## src/rtl/control_sequencer.sv

```systemverilog
// Hardwired control unit for the single-bus CPU datapath.
// Moore FSM stepping T0..T7 per instruction; outputs decode from state and the opcode latched in T2.
module control_sequencer #(
    parameter logic [11:0] ADD_CODE = 12'h001,
    parameter logic [11:0] SUB_CODE = 12'h002,
    parameter logic [11:0] AND_CODE = 12'h004,
    parameter logic [11:0] OR_CODE  = 12'h008
) (
    input  logic        clk,
    input  logic        clr,
    input  logic [31:0] IR,
    input  logic        Stop,
    output logic        PCout,
    output logic        MARin,
    output logic        IncPC,
    output logic        Zin,
    output logic        PCin,
    output logic        Zlowout,
    output logic        MDRRead,
    output logic        MDRin,
    output logic        MDRout,
    output logic        IRin,
    output logic        Yin,
    output logic        Cout,
    output logic        Gra,
    output logic        Grb,
    output logic        Grc,
    output logic        Rin_in,
    output logic        Rout_in,
    output logic        BAout,
    output logic        RAMread,
    output logic        RAMwrite,
    output logic [11:0] ALUControl,
    output logic        Run,
    output logic        InstrDone
);

    // state  | meaning
    // RESET  | one cycle after clr release, all outputs idle
    // T0..T2 | fetch: PC to MAR, memory read into MDR, MDR to IR
    // T3..T7 | execute, length depends on the latched opcode
    // HALT   | idle until clr
    typedef enum logic [3:0] {
        ST_RESET, ST_T0, ST_T1, ST_T2, ST_T3, ST_T4, ST_T5, ST_T6, ST_T7, ST_HALT
    } state_t;

    localparam logic [4:0] OP_LD   = 5'b00000;
    localparam logic [4:0] OP_LDI  = 5'b00001;
    localparam logic [4:0] OP_ST   = 5'b00010;
    localparam logic [4:0] OP_ADD  = 5'b00011;
    localparam logic [4:0] OP_SUB  = 5'b00100;
    localparam logic [4:0] OP_AND  = 5'b00101;
    localparam logic [4:0] OP_OR   = 5'b00110;
    localparam logic [4:0] OP_HALT = 5'b11011;

    state_t     state, next_state;
    logic [4:0] opcode_q;
    logic       is_ld, is_ldi, is_st, is_alu, is_halt, is_mem_imm;
    logic [11:0] alu_code;
    logic       unused_ir;

    assign unused_ir = ^IR[26:0];

    always_ff @(posedge clk or negedge clr) begin
        if (!clr) begin
            state    <= ST_RESET;
            opcode_q <= 5'd0;
        end else begin
            state <= next_state;
            if (state == ST_T2) begin
                opcode_q <= IR[31:27];
            end
        end
    end

    assign is_ld      = (opcode_q == OP_LD);
    assign is_ldi     = (opcode_q == OP_LDI);
    assign is_st      = (opcode_q == OP_ST);
    assign is_halt    = (opcode_q == OP_HALT);
    assign is_alu     = (opcode_q == OP_ADD) || (opcode_q == OP_SUB) ||
                        (opcode_q == OP_AND) || (opcode_q == OP_OR);
    assign is_mem_imm = is_ld || is_ldi || is_st;

    always_comb begin
        alu_code = ADD_CODE;
        case (opcode_q)
            OP_SUB:  alu_code = SUB_CODE;
            OP_AND:  alu_code = AND_CODE;
            OP_OR:   alu_code = OR_CODE;
            default: alu_code = ADD_CODE;
        endcase
    end

    always_comb begin
        next_state = state;
        PCout = 1'b0;   MARin = 1'b0;   IncPC = 1'b0;    Zin = 1'b0;
        PCin = 1'b0;    Zlowout = 1'b0; MDRRead = 1'b0;  MDRin = 1'b0;
        MDRout = 1'b0;  IRin = 1'b0;    Yin = 1'b0;      Cout = 1'b0;
        Gra = 1'b0;     Grb = 1'b0;     Grc = 1'b0;      Rin_in = 1'b0;
        Rout_in = 1'b0; BAout = 1'b0;   RAMread = 1'b0;  RAMwrite = 1'b0;
        ALUControl = 12'd0;
        InstrDone = 1'b0;
        Run = 1'b1;
        case (state)
            ST_RESET: begin
                Run = 1'b0;
                next_state = ST_T0;
            end
            ST_T0: begin
                PCout = 1'b1; MARin = 1'b1; IncPC = 1'b1; Zin = 1'b1;
                next_state = ST_T1;
            end
            ST_T1: begin
                Zlowout = 1'b1; PCin = 1'b1; RAMread = 1'b1; MDRRead = 1'b1; MDRin = 1'b1;
                next_state = ST_T2;
            end
            ST_T2: begin
                MDRout = 1'b1; IRin = 1'b1;
                next_state = ST_T3;
            end
            ST_T3: begin
                if (is_alu) begin
                    Grb = 1'b1; Rout_in = 1'b1; Yin = 1'b1;
                    next_state = ST_T4;
                end else if (is_mem_imm) begin
                    Grb = 1'b1; BAout = 1'b1; Yin = 1'b1;
                    next_state = ST_T4;
                end else begin
                    // nop, halt and unrecognised opcodes all finish here
                    InstrDone = 1'b1;
                    next_state = (is_halt || Stop) ? ST_HALT : ST_T0;
                end
            end
            ST_T4: begin
                Zin = 1'b1;
                ALUControl = is_alu ? alu_code : ADD_CODE;
                if (is_alu) begin
                    Grc = 1'b1; Rout_in = 1'b1;
                end else begin
                    Cout = 1'b1;
                end
                next_state = ST_T5;
            end
            ST_T5: begin
                Zlowout = 1'b1;
                if (is_ld || is_st) begin
                    MARin = 1'b1;
                    next_state = ST_T6;
                end else begin
                    Gra = 1'b1; Rin_in = 1'b1; InstrDone = 1'b1;
                    next_state = Stop ? ST_HALT : ST_T0;
                end
            end
            ST_T6: begin
                MDRin = 1'b1;
                if (is_ld) begin
                    RAMread = 1'b1; MDRRead = 1'b1;
                end else begin
                    Gra = 1'b1; Rout_in = 1'b1;
                end
                next_state = ST_T7;
            end
            ST_T7: begin
                InstrDone = 1'b1;
                if (is_ld) begin
                    MDRout = 1'b1; Gra = 1'b1; Rin_in = 1'b1;
                end else begin
                    RAMwrite = 1'b1;
                end
                next_state = Stop ? ST_HALT : ST_T0;
            end
            ST_HALT: begin
                Run = 1'b0;
                next_state = ST_HALT;
            end
            default: begin
                Run = 1'b0;
                next_state = ST_RESET;
            end
        endcase
    end

endmodule

```

## config.mk

```make
export PLATFORM = sky130hd
export DESIGN_NAME = control_sequencer
export DESIGN_NICKNAME = d
export VERILOG_FILES = /design/src/rtl/control_sequencer.sv
export SDC_FILE = /design/constraint.sdc
export NUM_CORES = 1
export LEC_CHECK = 0
export ABC_AREA = 1
export CAP_MARGIN = 15
export CORE_MARGIN = 2
export CORE_UTILIZATION = 34
export DETAILED_ROUTE_END_ITERATION = 7
export PLACE_DENSITY = 0.85
export REMOVE_ABC_BUFFERS = 1
export SLEW_MARGIN = 10
export SYNTH_ARGS = -nofsm -noshare
export SYNTH_HDL_FRONTEND = slang
export SYNTH_SLANG_ARGS = --single-unit
```

## constraint.sdc

```tcl
create_clock -name clk -period 3.2 [get_ports clk]
set_input_delay 0.64 -clock clk [delete_from_list [all_inputs] [get_ports clk]]
set_output_delay 0.64 -clock clk [all_outputs]
set_load 0.02 [all_outputs]
```

==> impl_results.rst, run 1 <==
.. list-table::
   :header-rows: 1

   * - Metric
     - Value
   * - Avg Synthesized Cell Area
     - 6.08 sq um
   * - Via count of the first global-routing pass
     - ~740
   * - Placeable core region
     - between 2000 and 2500 sq um
   * - Count of cells resized by post-cts repair
     - 0
   * - Final worst hold slack
     - about 0.55 ns
   * - Drt via density
     - between 4 and 5
   * - Die width
     - around 53 microns
   * - Post-synthesis register bit count
     - 9
   * - DR iter-0 viols
     - 14
   * - Post-layout worst setup margin
     - approximately 0.45 ns
   * - Weighted congestion at the end of routability-driven global placement
     - 0.855
   * - Area leader, netlist
     - dfrtp_1
   * - Post-cts hold buffer count
     - 0
   * - First-pass iteration count of the detailed router
     - 4
   * - Number of clock sinks
     - 9
   * - Post-synthesis instance total
     - ~130
   * - Sequential cell area
     - between 200 and 250 sq um
   * - Detailed-route via count
     - roughly 900
   * - Post-layout instance count excluding filler cells
     - roughly 200
   * - Cell types with the largest area share after synthesis
     - dfrtp_1 (28%), nand2_1 (12%), buf_4 (11%)
   * - CTS clock-pin slew for the worst setup and hold paths
     - around 0.060 ns
   * - Row count
     - 17
   * - Fin crit period
     - ~2.8 ns
   * - Final hold violation count
     - 0
   * - Max Clock Skew
     - approximately 0.0021 ns
   * - Peak supply drop
     - 0.523 mV
   * - Overall power
     - 1.07 mW
   * - Drt wl/cell
     - 9.99 microns
   * - Number of distinct library cells after synthesis
     - 21
   * - Multi-input logic area
     - between 400 and 500 sq um
   * - Count of final setup violators
     - 0
   * - Number of nets in the finished design
     - roughly 200
   * - Proportion of layout cells with a drive suffix above 1
     - 7.19%
   * - Setup repair after global routing missed its margin
     - false
   * - Number of filler instances in the final layout
     - 227
   * - Die Y-Extent
     - 52.9 microns
   * - Number of buffers created by CTS
     - 3
   * - Starting utilization of the core area
     - a little over a third
   * - Remaining global-route overflow
     - 0
   * - Final core utilization
     - roughly half
   * - Type of the worst setup path
     - flop to primary output
   * - Post-detailed-route DRC marker count
     - 0
   * - # Post-CTS Setup Buffers
     - 0
   * - Worst min-delay path class
     - flop to flop
   * - Finished Cell Area
     - around 1100 sq um
   * - Total count of max-transition violations in the final report
     - 0
   * - Clock Tree Root
     - clkbuf_4
   * - Required arrival time at the worst endpoint
     - 2.56 ns
   * - Hpwl dp
     - 1640 microns
   * - Final antenna-violating net count
     - 0
   * - Most common library cell in the layout ignoring fill and taps
     - clkdlybuf4s50_1
   * - Number of input and output port buffers inserted
     - 33
   * - Total negative slack
     - 0 ns
   * - Max_cap viols
     - 0
   * - Reported leakage power
     - 0.579 nW
   * - Initial antenna violation count
     - 0
   * - P&R area growth vs syn
     - 41.2%
   * - Startpoint class of the critical path
     - flop
   * - Cell area after placement
     - 1120 sq um
   * - Level count of the clock H-tree
     - 1
   * - YS warnings
     - 0
   * - Leading cell types in the layout, fill and taps excluded
     - clkdlybuf4s50_1 (33), nand2_1 (25), inv_1 (24), nor2_1 (22), nand3_1 (16)
   * - Cell count after placement
     - between 150 and 200
   * - Share of the clock period used by the worst path after layout
     - a little under nine tenths
   * - Cells along the critical path
     - inv_1 -> nand2_2 -> nor3_1 -> nor2_1 -> o21ai_1 -> clkdlybuf4s50_1
   * - Overall fraction of global-route tracks in use
     - between 10% and 20%
   * - Max Freq
     - 0.363 GHz
   * - Post-synth top area share
     - between 20 and 30%
   * - Largest net degree at the start of global routing
     - 13
   * - Critical path's largest stage delay
     - 0.61 ns
   * - Result of the run
     - completed
   * - Data arrival time of the critical path
     - 2.11 ns
   * - CTS max path bufs
     - 2
   * - Top-level port count
     - between 60 and 70
   * - Power density over the cells
     - 931 nW/um^2
   * - Maximum net fanout on the critical path
     - 6
   * - Global-route wire length before repair
     - 2960 microns
   * - Antenna diode count
     - 0
   * - Floorplan die area
     - 2800 sq um
   * - Proportion of synthesized chip area in sequential cells
     - between 20% and 30%
   * - Cell with the largest stage delay on the worst path
     - clkdlybuf4s50_1
   * - CTS tree
     - done
   * - Cell area after synthesis
     - 815 sq um
   * - Pre-CTS worst setup slack
     - 0.742 ns
   * - Critical Path End Type
     - primary output
   * - WL final
     - 1950 microns
   * - Worst-Skew Late Latency
     - 0.25 ns
## path summary, 6_finish.rpt
| check | slack, ns | start | end | cells after the start |
|---|---|---|---|---|
| worst min-delay path | 0.55 | state[3]$_DFF_PN0_ | state[0]$_DFF_PN0_ | 1 |
| worst max-delay path | 0.45 | state[3]$_DFF_PN0_ | Rout_in | 6 |
| max in group asynchronous | 2.27 | clr | state[3]$_DFF_PN0_ | 1 |
| worst max register to register | 1.90 | opcode_q[3]$_DFFE_PN0P_ | state[3]$_DFF_PN0_ | 6 |
| min in group asynchronous | 0.67 | clr | opcode_q[1]$_DFFE_PN0P_ | 1 |
| worst min register to register | 0.55 | state[3]$_DFF_PN0_ | state[0]$_DFF_PN0_ | 1 |
## metal layers
metal | vias to the layer above | GRT usage, % | part of all wire [%]
li1 | 469 | - | -
met1 | 396 | 17.1 | 43
met2 | 31 | 24.8 | 49
met3 | 2 | 1.98 | 7.0
met4 | 0 | 7.69 | 0.77
met5 | - | 0 | 0
## report_power, final
group / internal, mW / switching [mW] / total [mW]
Clock: 0.0479 / 0.0374 / 0.0853
Combinational: 0.307 / 0.451 / 0.758
Sequential: 0.166 / 0.0608 / 0.227
## cells by family after synthesis
| logic type | share of synthesized area (%) |
|---|---|
| flip-flops | 27.7 |
| AND/OR/NAND/NOR | 41.8 |
| buffers and inverters | 22.6 |
| AO/OA/AOI/OAI | 7.53 |
| other | 0.460 |
## cell usage after synthesis (all sizes together)
library cell and instances:
nand3 16, a21oi 2, conb 1, buf 12, nor2 26, dfrtp 9, nand4 1, nor3 3
or2 2, o21ai 9, o22ai 1, nand2 26, inv 25, nor4 1
## cell type report
type | instances | area share (%)
inverters | 25 | 8.16
multi-input cells | 95 | 37.5
clock buffers | 4 | 2.29
flip-flops and latches | 9 | 19.6
repair buffers | 34 | 29.4
well taps | 28 | 3.05
## sequential cells by signal, indices dropped and copies added, names as in the netlist
name / flops
state: 4
opcode_q: 5
## worst max-delay path, delay by kind of cell (launching register included)
family,cells,cell delay (ns)
simple gates,3,0.58
compound gates,1,0.14
flops,1,0.42
buf+inv,2,0.71
No activity file was read; power rests on OpenSTA's default activity.
==> run 2, diff against run 1 <==
CTS_CLUSTER_DIAMETER = 100   (was default)
==> results of run 2 <==
The final DEF is identical to that of run 1; final timing and power are the same.
